## config.mk

```make
export PLATFORM = sky130hd
export DESIGN_NAME = dma_bus_master
export DESIGN_NICKNAME = d
export VERILOG_FILES = /design/src/rtl/dma_bus_master.sv
export SDC_FILE = /design/constraint.sdc
export NUM_CORES = 1
export LEC_CHECK = 0
export ABC_AREA = 0
export BUFFER_PORTS_ARGS = -buffer_cell sky130_fd_sc_hd__buf_2
export CAP_MARGIN = 40
export CORE_AREA = 2 2 94 96
export CTS_BUF_LIST = sky130_fd_sc_hd__clkbuf_8
export DETAILED_ROUTE_END_ITERATION = 8
export DIE_AREA = 0 0 96 98
export GPL_ROUTABILITY_DRIVEN = 0
export HOLD_SLACK_MARGIN = 0.15
export PLACE_DENSITY = 0.86
export SYNTH_ARGS = -nofsm -noshare
export SYNTH_HDL_FRONTEND = slang
export SYNTH_SLANG_ARGS = --single-unit
```

## constraint.sdc

```tcl
create_clock -name clk -period 5.55 [get_ports clk]
set_input_delay 0.8325 -clock clk [delete_from_list [all_inputs] [get_ports clk]]
set_output_delay 0.8325 -clock clk [all_outputs]
set_load 0.01 [all_outputs]
```

## src/rtl/dma_bus_master.sv

```systemverilog
// -----------------------------------------------------------------------------
// dma_bus_master
//
// Bus master that copies a block of 32-bit words from a source address range
// to a destination address range over the shared two-master bus (m1 port).
// A controller loads src_addr/dst_addr/length and pulses start; the block
// requests the bus, performs read/read-wait/write triplets word by word,
// drops the request and pulses done.
//
// Ports
//   clk        in   system clock, rising edge
//   reset_n    in   asynchronous active-low reset
//   start      in   one-cycle start pulse, honoured only when idle
//   src_addr   in   [15:0] first source word address
//   dst_addr   in   [15:0] first destination word address
//   length     in   [LEN_W-1:0] number of words to copy
//   m_grant    in   bus grant for this master
//   m_din      in   [31:0] read data returned by the bus
//   m_req      out  bus request
//   m_wr       out  bus write enable (1 = write, 0 = read)
//   m_addr     out  [15:0] bus address
//   m_dout     out  [31:0] bus write data
//   busy       out  high from an accepted start until done
//   done       out  one-cycle completion pulse
//   dbg_state  out  [2:0] current FSM state (IDLE=0 REQ=1 RD=2 RDW=3 WR=4 DONE=5)
//
// Handshake: the bus is only considered ours in a cycle where m_req=1 and
// m_grant=1. A grant seen low in RD, RDW or WR abandons the current word and
// re-requests; the same word is restarted from RD once the grant returns.
// Read data is valid one cycle after the read address, i.e. in RDW.
// -----------------------------------------------------------------------------
module dma_bus_master #(
  parameter int LEN_W = 8
) (
  input  logic             clk,
  input  logic             reset_n,
  input  logic             start,
  input  logic [15:0]      src_addr,
  input  logic [15:0]      dst_addr,
  input  logic [LEN_W-1:0] length,
  input  logic             m_grant,
  input  logic [31:0]      m_din,
  output logic             m_req,
  output logic             m_wr,
  output logic [15:0]      m_addr,
  output logic [31:0]      m_dout,
  output logic             busy,
  output logic             done,
  output logic [2:0]       dbg_state
);

  typedef enum logic [2:0] {
    S_IDLE = 3'd0,
    S_REQ  = 3'd1,
    S_RD   = 3'd2,
    S_RDW  = 3'd3,
    S_WR   = 3'd4,
    S_DONE = 3'd5
  } state_t;

  state_t             state_q, state_d;
  logic [15:0]        src_q, src_d;
  logic [15:0]        dst_q, dst_d;
  logic [LEN_W-1:0]   len_q, len_d;
  logic [LEN_W-1:0]   i_q, i_d;
  logic [31:0]        buf_q, buf_d;
  logic [LEN_W-1:0]   i_inc;

  logic               m_req_q, m_req_d;
  logic               m_wr_q, m_wr_d;
  logic [15:0]        m_addr_q, m_addr_d;
  logic [31:0]        m_dout_q, m_dout_d;
  logic               busy_q, busy_d;
  logic               done_q, done_d;

  assign i_inc = i_q + LEN_W'(1);

  // Next-state and datapath updates.
  always_comb begin
    state_d = state_q;
    src_d   = src_q;
    dst_d   = dst_q;
    len_d   = len_q;
    i_d     = i_q;
    buf_d   = buf_q;

    case (state_q)
      S_IDLE: begin
        if (start) begin
          if (length != '0) begin
            src_d   = src_addr;
            dst_d   = dst_addr;
            len_d   = length;
            i_d     = '0;
            state_d = S_REQ;
          end else begin
            state_d = S_DONE;
          end
        end
      end
      S_REQ: begin
        if (m_grant) state_d = S_RD;
      end
      S_RD: begin
        state_d = m_grant ? S_RDW : S_REQ;
      end
      S_RDW: begin
        if (m_grant) begin
          buf_d   = m_din;
          state_d = S_WR;
        end else begin
          state_d = S_REQ;
        end
      end
      S_WR: begin
        if (m_grant) begin
          i_d     = i_inc;
          state_d = (i_inc == len_q) ? S_DONE : S_RD;
        end else begin
          state_d = S_REQ;
        end
      end
      S_DONE: begin
        state_d = S_IDLE;
      end
      default: begin
        state_d = S_IDLE;
      end
    endcase
  end

  // Outputs are decoded from the next state so that they are registered
  // and line up with the state they belong to.
  always_comb begin
    m_req_d  = 1'b0;
    m_wr_d   = 1'b0;
    m_addr_d = '0;
    m_dout_d = '0;
    busy_d   = 1'b0;
    done_d   = 1'b0;

    case (state_d)
      S_REQ: begin
        m_req_d = 1'b1;
        busy_d  = 1'b1;
      end
      S_RD, S_RDW: begin
        m_req_d  = 1'b1;
        busy_d   = 1'b1;
        m_addr_d = src_d + 16'(i_d);
      end
      S_WR: begin
        m_req_d  = 1'b1;
        busy_d   = 1'b1;
        m_wr_d   = 1'b1;
        m_addr_d = dst_d + 16'(i_d);
        m_dout_d = buf_d;
      end
      S_DONE: begin
        done_d = 1'b1;
      end
      default: begin
      end
    endcase
  end

  always_ff @(posedge clk or negedge reset_n) begin
    if (!reset_n) begin
      state_q  <= S_IDLE;
      src_q    <= '0;
      dst_q    <= '0;
      len_q    <= '0;
      i_q      <= '0;
      buf_q    <= '0;
      m_req_q  <= 1'b0;
      m_wr_q   <= 1'b0;
      m_addr_q <= '0;
      m_dout_q <= '0;
      busy_q   <= 1'b0;
      done_q   <= 1'b0;
    end else begin
      state_q  <= state_d;
      src_q    <= src_d;
      dst_q    <= dst_d;
      len_q    <= len_d;
      i_q      <= i_d;
      buf_q    <= buf_d;
      m_req_q  <= m_req_d;
      m_wr_q   <= m_wr_d;
      m_addr_q <= m_addr_d;
      m_dout_q <= m_dout_d;
      busy_q   <= busy_d;
      done_q   <= done_d;
    end
  end

  assign m_req     = m_req_q;
  assign m_wr      = m_wr_q;
  assign m_addr    = m_addr_q;
  assign m_dout    = m_dout_q;
  assign busy      = busy_q;
  assign done      = done_q;
  assign dbg_state = state_q;

endmodule

```

; Yosys cells after proc, flatten, opt, wreduce, memory -nomap -nowiden
; Cells that the tools add are included.
[word_totals]
regBits = 134
input_bits = 76
[classes]
add_sub_neg = 3
eq_ne = 10
muxes = 25
n_reduce_logical = 5
[ops]
columns = cell, n
row1 = $mux W16, 6
row2 = $mux W32, 3
row3 = $add A16 B8 Y16, 2
row4 = $pmux W16 S2, 1
row5 = $mux W8, 3
row6 = $mux W3, 6
row7 = $pmux W8 S2, 1
row8 = $pmux W3 S5, 1
row9 = $eq A3 B2 Y1 const B, 4
row10 = $eq A3 B3 Y1 const B, 3
row11 = $add A8 B1 Y8 const B, 1
row12 = $eq A8 B8 Y1, 1
row13 = $reduce_bool A8 Y1, 1
row14 = $eq A3 B1 Y1 const B, 2
row15 = $reduce_or A4 Y1, 1
row16 = $logic_not A3 Y1, 1
row17 = $mux W1, 3
row18 = $reduce_and A3 Y1, 1
row19 = $mux W2, 1
row20 = $reduce_or A2 Y1, 1

; Logic depth before layout (Yosys ltp)
[logic_depth]
depth_word = 8
mapped_depth = 17
depth_no_buf = 14

; Least setup slack after synthesis
; OpenSTA, ideal clock, no wires.
[synth_path]
path_kind = in2reg
from = in start
to = reg m_addr_q[13] (netlist: m_addr[13])
setup_ns = 0.078
t_arrival_ns = 3.867
required_time_ns = 5.472
setup_slack_ns = 1.605
stages = 14
path_cell_list = or4b_4 a21oi_2 buf_6 buf_2 buf_1 o21a_1 inv_1 ha_1 a211oi_1 o21ai_0 a21boi_0 nand2b_1 or4_1 a21oi_1
[synth_between]
word_cells_on_any_way = 15
classes_between = 2 x add/sub / 3 x eq/ne / 9 x mux / 1 x reduce/logical
[synth_lines]
columns = element, line_no
row1 = "start, declared", 37  ; input logic start,
row2 = $mux W8 *, 89  ; if (start) begin
row3 = $pmux W8 S2 *, 87  ; case (state_q)
row4 = named net i_d[1], 65  ; logic [LEN_W-1:0] i_q, i_d;
row5 = $add A16 B8 Y16 (on tied branches), "156, 150"
row6 = $pmux W16 S2 *, 142  ; case (state_d)
row7 = named net m_addr_d[13], 71  ; logic [15:0] m_addr_q, m_addr_d;
row8 = "end signal, assigned", 190  ; m_addr_q <= m_addr_d;
row9 = "end, declared", 71
; The timed path passes the listed nets; every way through them passes the cells marked *.
; A chain may end at the register's enable or synchronous reset.

; Final worst setup path
[layout_path]
from = reg state_q[2] (netlist: dbg_state[2])
to = reg m_addr_q[11] (netlist: m_addr[11])
[layout_between]
word_cells_on_any_way = 18
classes_between = 2 x add/sub / 7 x eq/ne / 7 x mux / 2 x reduce/logical
[layout_lines]
columns = element, line_no
row1 = "start, declared", 61  ; state_t state_q, state_d;
row2 = "start signal, assigned", 182  ; state_q <= state_d;
row3 = $logic_not A3 Y1, 87
row4 = $mux W16, 87
row5 = named net src_d[2], 62  ; logic [15:0] src_q, src_d;
row6 = $add A16 B8 Y16, 150  ; m_addr_d = src_d + 16'(i_d);
row7 = $pmux W16 S2, 142
row8 = named net m_addr_d[11], 71
; The timed path passes the listed nets, and every way through them passes these cells.

==> results.yml <==
outcome:
  status: "completed"
clock_tree:
  cts_tree: "yes"
  clock_path_buffers: 2
  ctsHoldBuffers: 0
  path_clk_slew_ps: 90
  clockRootBuffer: "clkbuf_8"
  postCtsResizedCells: 0
  clk_latency_ps: 370
  cts.htree.levels: 3
  cts.sinks: 102
  cts_setup_buffers: 0
  cts_buffers: 9
global_route:
  grt_pass1_wl_mm: 17.2
  grt_pass1_vias: 3744
  grt_use_total_pct: 23.6
  grt_max_degree: 62
  antenna_found_initial: 0
  gr-total-overflow: 0
sta:
  max_slew_margin_pct: 40.8
  setup_violations: 0
  grt_setup_unrepaired: "no"
  tightest_slew_ps: 887
  period_minus_slack_ps: 4310
  max_freq_mhz: 232
  skew_ps: 9.70
  final_hold_viol_count: 0
  finalCritPeriodShare_pct: 77.6
  maxSlewViolCount: 0
  fin_setup_tns_ps: 0
floorplanning:
  core_um2: 8470
  dieHeight_um: 98
  std_cell_rows: 34
  start_util_pct: 56.1
  die_area_um2: 9410
  die_w_um: 96
  io_pins: 131
flow_run:
  drv_cap: 0
detailed_routing:
  wirelength_mm: 10.5
  drc_errors: 0
  drt_iter0_markers: 190
  antenna_left: 0
  wl_per_cell_um: 15.7
  dr_total_vias: 3664
  dr.pass1.iters: 4
  via_per_inst: 5.48
yosys:
  syn_area_um2: 4750
  ys_ff_latch: 102
  yosysSeqAreaShare_pct: 53.7
  synthFlopType: "dfrtp_1"
  async_reset_ff_share_pct: 100
  ys_warn_count: 0
  synthCells: 432
  syn-num-nets: 518
  yosys.cell_types.count: 55
  synth_edf_count: 0
  avgSynthCellArea_um2: 11.0
worst_setup_path:
  crit_chain: "or4b_4 -> a21oi_4 -> mux2_2 -> nor2_1 -> nor2_1 -> ha_1 -> o21ai_0 -> o21ai_0 -> a21boi_0 -> nand2b_1 -> or4_1 -> a21oi_1"
  critPathArrivalTime_ps: 4590
  crit_path_end_kind: "register"
  crit_path_top_delay_cell: "a21oi_4"
  cp_slowest_stage_delay_ps: 690
  path_class: "register to register"
  crit_path_start_kind: "register"
  cp_data_required_time_ps: 5840
  path_max_fanout: 29
power:
  switching_share_pct: 34.8
  intPower_mw: 1.74
  power.leakage_nw: 2.93
  power.density_nw_per_um2: 466
  clkPwrFrac_pct: 20.6
  p_comb_share_pct: 38.1
  p_switching_mw: 0.927
  peakVddDrop_mv: 0.254
  power_frac_seq_pct: 41.4
final_layout:
  n_antenna_cell: 0
  syn_to_final_growth_pct: 20.6
  drive_gt1_share_pct: 34.2
  final_util_pct: 67.7
  nets: 642
worst_hold_path:
  hp-class: "input pin to asynchronous set/reset pin"
placement:
  portBuffers: 130
  hpwl_mm: 7.85
power groups by stage:
| stage | Clock (mW) | Combinational (mW) | Sequential, mW |
|---|---|---|---|
| finish | 0.548 | 1.02 | 1.10 |
| global route | 0.590 | 1.13 | 1.13 |
| CTS | 0.556 | 1.02 | 1.10 |
| detailed placement | 0 | 1.01 | 1.12 |
| global placement | 0 | 0.962 | 1.10 |
| floorplan | 0 | 0.712 | 1.11 |
routing by layer:
layer / up-vias / global-route usage, % / wire length, um / share of wire [%]
li1: 1738 / - / - / -
met4: 0 / 10.5 / 242 / 2.3
met2: 138 / 36.8 / 5020 / 48
met3: 20 / 7.33 / 855 / 8.1
met1: 1768 / 30.3 / 4390 / 42
met5: - / 0 / 0 / 0
cells by family (layout without fill, tap and decap cells):
logic type	after synthesis	count (layout)	share of synthesized area, %
AOI/OAI and AO/OA	65	65	8.95
xor gates and xnor gates	14	14	2.58
adders and majority gates	10	10	2.79
buffers and inverters	29	158	2.84
DFF	102	102	53.7
muxes	48	48	11.2
and+or+nand+nor	164	164	17.9
state kept, by name (all words and copies together), names as in the netlist, 3 cells and up:
register / count
dbg_state: 3
dst_q: 16
i_q: 8
len_q: 8
m_addr: 16
m_dout: 32
src_q: 16
cell usage after synthesis, drive strengths merged, types with 7 or more instances:
cell type | n | area share (%)
a21oi | 13 | 1.4
and2 | 35 | 4.6
buf | 10 | 1.3
clkbuf | 11 | 0.87
dfrtp | 102 | 54
ha | 9 | 2.4
inv | 8 | 0.63
mux2 | 38 | 9.1
mux2i | 10 | 2.1
nand2 | 45 | 3.6
nor2 | 38 | 3.0
o21ai | 18 | 1.9
xnor2 | 7 | 1.3
xor2 | 7 | 1.3
critical path, delay by kind of cell (launching register included):
kind	cells	cell delay, ps
compound gates	5	1540
fa+ha+maj	1	320
flops	1	540
mux	1	430
simple gates	5	1380
per-stage QoR:
step                total power, mW  std cells  worst slack [ps]  hold WS, ps  instance area, um^2
floorplan                      1.83        432              1600          441                 4750
global placement               2.07        652              1140          461                 5460
detailed placement             2.13        653               975          466                 5490
CTS                            2.68        669              1310          452                 5730
global route                   2.86        669               918          472                 5730
finish                         2.67        669              1240          438                 5730
placed cells by master (no fill, tap or decap), types with 2 or more instances in the layout:
cell,count
nor3_1,4
o31ai_1,3
a31oi_1,5
nor4_1,3
nand2b_1,3
or3_1,5
buf_4,4
a31o_2,2
nand3_1,6
o21ai_0,18
clkbuf_8,9
xnor2_1,7
or4_1,3
nor2_1,38
a21boi_0,2
buf_2,129
inv_1,10
bufinv_16,3
nand2_1,45
and2_1,35
a21oi_1,12
o41ai_1,3
mux2_2,36
nor3b_1,2
xor2_1,7
a211oi_1,4
ha_1,9
a21o_1,3
mux2i_1,10
nand3b_1,2
dfrtp_1,102
nor2b_1,5
o21a_1,2
nand4_1,2
and3_1,6
final cells by class:
class,count,area [um^2]
inverters,8,30.0
fillers,618,2740
clock buffers,9,124
clock inverters,7,114
well taps,108,135
repair buffers,134,703
multi-input cells,301,2070
flip-flops and latches,102,2550
worst paths after layout:
| kind | slack, ps | cells after the start | startpoint | to |
|---|---|---|---|---|
| setup / recovery | 1240 | 12 | dbg_state[2] | m_addr[11] |
| hold / removal | 440 | 1 | reset_n | len_q[5] |
| setup reg to reg | 1240 | 12 | dbg_state[2] | m_addr[11] |
| hold reg to reg | 490 | 2 | src_q[1] | src_q[1] |
| max in group asynchronous | 3970 | 2 | reset_n | m_addr[8] |
| min in group clk | 490 | 2 | src_q[1] | src_q[1] |
Power figures use the tool's default switching activity.
